**config.mk**
```make
export PLATFORM = sky130hd
export DESIGN_NAME = spi_slave_core
export DESIGN_NICKNAME = d
export VERILOG_FILES = /design/src/rtl/spi_slave_core.sv
export SDC_FILE = /design/constraint.sdc
export NUM_CORES = 1
export LEC_CHECK = 0
export ABC_AREA = 0
export CAP_MARGIN = 20
export CORE_UTILIZATION = 55
export CTS_BUF_LIST = sky130_fd_sc_hd__clkbuf_4
export DETAILED_ROUTE_END_ITERATION = 8
export PLACE_DENSITY = 0.85
export SYNTH_ARGS = -nofsm -noshare
export SYNTH_HDL_FRONTEND = slang
export SYNTH_SLANG_ARGS = --single-unit
```
**constraint.sdc**
```tcl
create_clock -name PCLK -period 4.75 [get_ports PCLK]
set_input_delay 0.475 -clock PCLK [delete_from_list [all_inputs] [get_ports PCLK]]
set_output_delay 0.475 -clock PCLK [all_outputs]
set_load 0.03 [all_outputs]
```
**src/rtl/spi_slave_core.sv**
```systemverilog
// SPI responder in the PCLK domain: oversamples SCLK/SS/MOSI, receives one byte per
// eight sample edges and shifts a buffered byte out on MISO. FSM: IDLE (deselected), SHIFT (selected).
module spi_slave_core (
  input  logic       PCLK,
  input  logic       PRESET_n,
  input  logic       cpol_i,
  input  logic       cpha_i,
  input  logic       lsbfe_i,
  input  logic       ss_i,
  input  logic       sclk_i,
  input  logic       mosi_i,
  output logic       miso_o,
  output logic       miso_en_o,
  input  logic [7:0] tx_data_i,
  input  logic       tx_load_i,
  output logic       tx_empty_o,
  output logic       tx_underrun_o,
  output logic [7:0] rx_data_o,
  output logic       rx_valid_o,
  output logic       busy_o
);

  typedef enum logic {IDLE = 1'b0, SHIFT = 1'b1} state_t;

  state_t     state;
  logic       sclk_s1, sclk_s2, sclk_s3;
  logic       ss_s1, ss_s2, ss_s3;
  logic       mosi_s1, mosi_s2;
  logic       cpol_q, cpha_q, lsbfe_q;
  logic [2:0] bit_cnt;
  logic [7:0] rx_sr, tx_sr, tx_buf;

  logic       sclk_rise, sclk_fall, ss_fall, ss_rise;
  logic       lead_edge, trail_edge, sample_edge, shift_edge;
  logic [7:0] rx_next, start_byte, start_shifted, tx_adv;
  logic       start_cpha, start_lsbfe, start_first, tx_head, byte_start;

  // ss synchronizer idles high so a deselected bus never looks like a falling edge
  always_ff @(posedge PCLK or negedge PRESET_n) begin
    if (!PRESET_n) begin
      sclk_s1 <= 1'b0;
      sclk_s2 <= 1'b0;
      sclk_s3 <= 1'b0;
      ss_s1   <= 1'b1;
      ss_s2   <= 1'b1;
      ss_s3   <= 1'b1;
      mosi_s1 <= 1'b0;
      mosi_s2 <= 1'b0;
    end else begin
      sclk_s1 <= sclk_i;
      sclk_s2 <= sclk_s1;
      sclk_s3 <= sclk_s2;
      ss_s1   <= ss_i;
      ss_s2   <= ss_s1;
      ss_s3   <= ss_s2;
      mosi_s1 <= mosi_i;
      mosi_s2 <= mosi_s1;
    end
  end

  always_comb begin
    sclk_rise   = sclk_s2 & ~sclk_s3;
    sclk_fall   = ~sclk_s2 & sclk_s3;
    ss_fall     = ~ss_s2 & ss_s3;
    ss_rise     = ss_s2 & ~ss_s3;
    lead_edge   = cpol_q ? sclk_fall : sclk_rise;
    trail_edge  = cpol_q ? sclk_rise : sclk_fall;
    sample_edge = cpha_q ? trail_edge : lead_edge;
    shift_edge  = cpha_q ? lead_edge : trail_edge;
    rx_next     = lsbfe_q ? {mosi_s2, rx_sr[7:1]} : {rx_sr[6:0], mosi_s2};
    tx_head     = lsbfe_q ? tx_sr[0] : tx_sr[7];
    tx_adv      = lsbfe_q ? {1'b0, tx_sr[7:1]} : {tx_sr[6:0], 1'b0};
    // At SHIFT entry the mode registers are not yet loaded, so use the live inputs
    start_cpha    = (state == IDLE) ? cpha_i : cpha_q;
    start_lsbfe   = (state == IDLE) ? lsbfe_i : lsbfe_q;
    start_byte    = tx_empty_o ? 8'h00 : tx_buf;
    start_first   = start_lsbfe ? start_byte[0] : start_byte[7];
    start_shifted = start_lsbfe ? {1'b0, start_byte[7:1]} : {start_byte[6:0], 1'b0};
    byte_start    = ((state == IDLE) && ss_fall) ||
                    ((state == SHIFT) && !ss_rise && sample_edge && (bit_cnt == 3'd7));
  end

  always_ff @(posedge PCLK or negedge PRESET_n) begin
    if (!PRESET_n) begin
      state         <= IDLE;
      cpol_q        <= 1'b0;
      cpha_q        <= 1'b0;
      lsbfe_q       <= 1'b0;
      bit_cnt       <= 3'd0;
      rx_sr         <= 8'h00;
      tx_sr         <= 8'h00;
      tx_buf        <= 8'h00;
      miso_o        <= 1'b0;
      miso_en_o     <= 1'b0;
      tx_empty_o    <= 1'b1;
      tx_underrun_o <= 1'b0;
      rx_data_o     <= 8'h00;
      rx_valid_o    <= 1'b0;
      busy_o        <= 1'b0;
    end else begin
      rx_valid_o    <= 1'b0;
      tx_underrun_o <= 1'b0;

      case (state)
        IDLE: begin
          bit_cnt   <= 3'd0;
          miso_o    <= 1'b0;
          miso_en_o <= 1'b0;
          busy_o    <= 1'b0;
          if (ss_fall) begin
            state     <= SHIFT;
            busy_o    <= 1'b1;
            miso_en_o <= 1'b1;
            cpol_q    <= cpol_i;
            cpha_q    <= cpha_i;
            lsbfe_q   <= lsbfe_i;
            rx_sr     <= 8'h00;
          end
        end
        SHIFT: begin
          if (ss_rise) begin
            state     <= IDLE;
            busy_o    <= 1'b0;
            miso_en_o <= 1'b0;
            miso_o    <= 1'b0;
            bit_cnt   <= 3'd0;
            rx_sr     <= 8'h00;
            tx_sr     <= 8'h00;
          end else if (sample_edge) begin
            rx_sr   <= rx_next;
            bit_cnt <= bit_cnt + 3'd1;
            if (bit_cnt == 3'd7) begin
              rx_data_o  <= rx_next;
              rx_valid_o <= 1'b1;
            end
          end else if (shift_edge && (cpha_q || (bit_cnt != 3'd0))) begin
            // cpha=0: the shift edge right after the 8th sample is skipped, the next
            // byte's first bit was already driven at byte start
            miso_o <= tx_head;
            tx_sr  <= tx_adv;
          end
        end
        default: state <= IDLE;
      endcase

      if (byte_start) begin
        tx_sr <= start_cpha ? start_byte : start_shifted;
        if (!start_cpha)
          miso_o <= start_first;
        if (tx_empty_o)
          tx_underrun_o <= 1'b1;
        else
          tx_empty_o <= 1'b1;
      end

      if (tx_load_i) begin
        tx_buf     <= tx_data_i;
        tx_empty_o <= 1'b0;
      end
    end
  end

endmodule

```
==> impl_metrics.py <==
metrics = {
    "worst_setup_path": {
        "crit_fanout": 12,
        "worstSetupStartpointType": "flip-flop",
        "crit_family": "buffers and inverters",
        "slowest_delay_ns": 0.71,
        "worstSetupPathType": "flip-flop to output port",
        "r2r-start": "lsbfe_q",
        "critPathSlowestCell": "clkdlybuf4s50_1",
        "end_kind": "output port",
        "cp_cell_sequence": "clkdlybuf4s50_1",
        "critical_path_buf_inv_count": 1,
        "crit_start": "tx_empty_o",
        "critical_path_required_ns": 4.28,
        "worstPathArrival_ns": 1.74,
    },
    "layout": {
        "num-nets-final": 287,
        "final_core_util_pct": 67.8,
        "final_area_um2": 3030,
        "diodes": 0,
        "layout-drive-gt1-share_pct": 16.8,
        "mostFrequentLayoutCells": "dfrtp_1 (48), clkdlybuf4s50_1 (29), nor2_1 (23)",
        "syn_to_final_growth_pct": 14.9,
        "final_common_cell": "dfrtp_1",
    },
    "logic_synthesis": {
        "synth_edf_count": 0,
        "synth_nets": 259,
        "synth_top_family_by_area": "multiplexers",
        "synth-simple-area-share_pct": 12.8,
        "async_reset_ff_share_pct": 100,
        "synth-main-ff-cell": "dfrtp_1",
        "ys_types": 48,
        "synth_compound_area_share_pct": 15.6,
        "synth_top_area_share_pct": 45.5,
        "syn_area_per_cell_um2": 11.0,
        "synth-seq-cells": 52,
        "synth_top_cell_by_area": "dfrtp_1",
        "syn_area_um2": 2640,
        "synth_fa_ha_area_share_pct": 1.42,
        "synth-xor-area-share_pct": 0.948,
        "synth_cells": 239,
        "synthMuxAreaShare_pct": 16.7,
        "ys_top_cells_by_area": "dfrtp_1 (45%), mux2_2 (7.7%), mux2i_1 (6.8%)",
        "yosys_warnings": 0,
        "ys_seq_area_share_pct": 49.5,
    },
    "floorplanning": {
        "io-pin-count": 31,
        "core_area_um2": 4470,
        "die_y_um": 71.3,
        "initial_utilization_pct": 59.0,
        "die_area_um2": 5080,
        "rows": 24,
        "die_x_um": 71.3,
    },
    "timing": {
        "slew_headroom_pct": 37.5,
        "finalCritPeriodShare_pct": 46.6,
        "layout_min_cycle_time_ns": 2.21,
        "setup_violations": 0,
        "finClkSkew_ns": 0.0202,
        "hold_slack_ns": 0.366,
        "finalSetupTns_ns": 0,
        "fmax_mhz": 452,
        "rsz0062_at_grt": "false",
        "tightest_slew_ns": 0.937,
        "slew_violations": 0,
        "hold_viol_final": 0,
    },
    "global_route": {
        "grt_pass1_vias": 1808,
        "grt_pass1_wl_um": 8590,
        "grt_max_degree": 53,
        "overflow": 0,
        "antenna_found_initial": 0,
        "track_usage_pct": 21.9,
    },
    "clock_tree": {
        "path_clk_slew_ns": 0.15,
        "cts_root_buffer": "clkbuf_4",
        "cts_tree": "yes",
        "post_cts_buffers": 0,
        "ctsResizeCount": 0,
        "cts_buffers": 5,
        "cts_sinks": 52,
        "h-tree-depth": 2,
        "insertion_delay_ns": 0.37,
        "clockBufferDepth": 2,
        "postCtsHoldBufs": 0,
    },
    "hold_path": {
        "min-delay-start": "ss_s1",
        "holdCritPathClass": "flip-flop to flip-flop",
    },
    "power_and_ir_drop": {
        "powerDensity_nw_per_um2": 355,
        "cellLeakagePower_uw": 0.00126,
        "ir_drop_uv": 261,
        "p_total_uw": 1080,
    },
    "route": {
        "vias": 1876,
        "drc": 1,
        "wl_um": 4980,
        "drt_iter0_drc": 118,
        "ant_nets": 0,
        "drt-pass1-iter-count": 6,
        "avgViaCountPerCell": 5.86,
        "avgRoutedWirePerCell_um": 15.5,
    },
    "placed_design": {
        "port_buffers": 30,
        "dpl.hpwl_um": 3610,
        "placed_area_um2": 2940,
        "gp_congestion": 0.746,
    },
    "outcome": {
        "status": "complete, but fails checks",
        "violations": "DRC",
    },
    "flow_run": {
        "maxCapViolCount": 0,
    },
}
## cell families after synthesis
family	count (synthesis)
mux	39
fa+ha+maj	3
compound gates	64
xor+xnor	2
buf+inv	16
simple gates	63
flops	52
## routing by layer
layer / part of all wire (%) / track usage [%] / wire, µm
met1: 48 / 31.4 / 2370
met2: 46 / 32.1 / 2300
met3: 3.6 / 3.52 / 179
met4: 2.5 / 12.0 / 125
met5: 0 / 0 / 0
## metrics by stage
stage / instances / setup WS (ns)
2_1_floorplan: 239 / 2.98
3_3_place_gp: 309 / 2.38
3_5_place_dp: 309 / 2.27
4_1_cts: 317 / 2.32
5_1_grt: 320 / 2.42
6_report: 320 / 2.54
## power breakdown
part | switching [µW] | total (µW) | internal [µW]
combinational | 134 | 295 | 161
clock | 141 | 199 | 58.8
sequential | 80.2 | 583 | 503
## synth_stat cells, types with 2 or more instances
master     number
dfrtp_1        48
nor2_1         23
a21oi_1        18
mux2_2         18
mux2i_1        18
o21ai_0        13
nand2_1        11
o21ai_1         8
o2bb2ai_1       8
a211oi_1        6
buf_2           5
nand3b_1        5
dfstp_2         4
inv_1           4
nand2b_1        4
buf_4           3
clkbuf_1        3
ha_1            3
nor2b_1         3
mux2i_4         2
nand4b_1        2
nor3_1          2
nor3b_1         2
o21a_1          2
## flip-flops by register name, indices dropped and copies added, names as in the netlist
name	count
ss_s1	1
lsbfe_q	1
ss_s2	1
bit_cnt	3
sclk_s1	1
rx_data_o	8
mosi_s2	1
tx_sr	8
cpha_q	1
state	1
miso_o	1
sclk_s3	1
sclk_s2	1
rx_sr	8
mosi_s1	1
tx_underrun_o	1
busy_o	1
tx_empty_o	1
rx_valid_o	1
cpol_q	1
tx_buf	8
ss_s3	1
## area by class of cell
class                           instances  area, µm²
Fill cell                             325       1440
Sequential cell                        52       1310
Multi-Input combinational cell        171       1260
Timing Repair Buffer                   33        333
Tap cell                               52       65.1
Clock buffer                            5       37.5
Clock inverter                          3       21.3
Inverter                                4       15.0
## path summary, 6_finish.rpt
path | endpoint | slack [ns] | cells after the start
min in group asynchronous | tx_sr[6] | 0.50 | 2
hold / removal | ss_s2 | 0.37 | 0
hold reg to reg | ss_s2 | 0.37 | 0
setup reg to reg | tx_sr[4] | 2.63 | 5
setup / recovery | tx_empty_o | 2.54 | 1
max in group asynchronous | ss_s3 | 3.68 | 3
(Power assumes the default switching activity.)
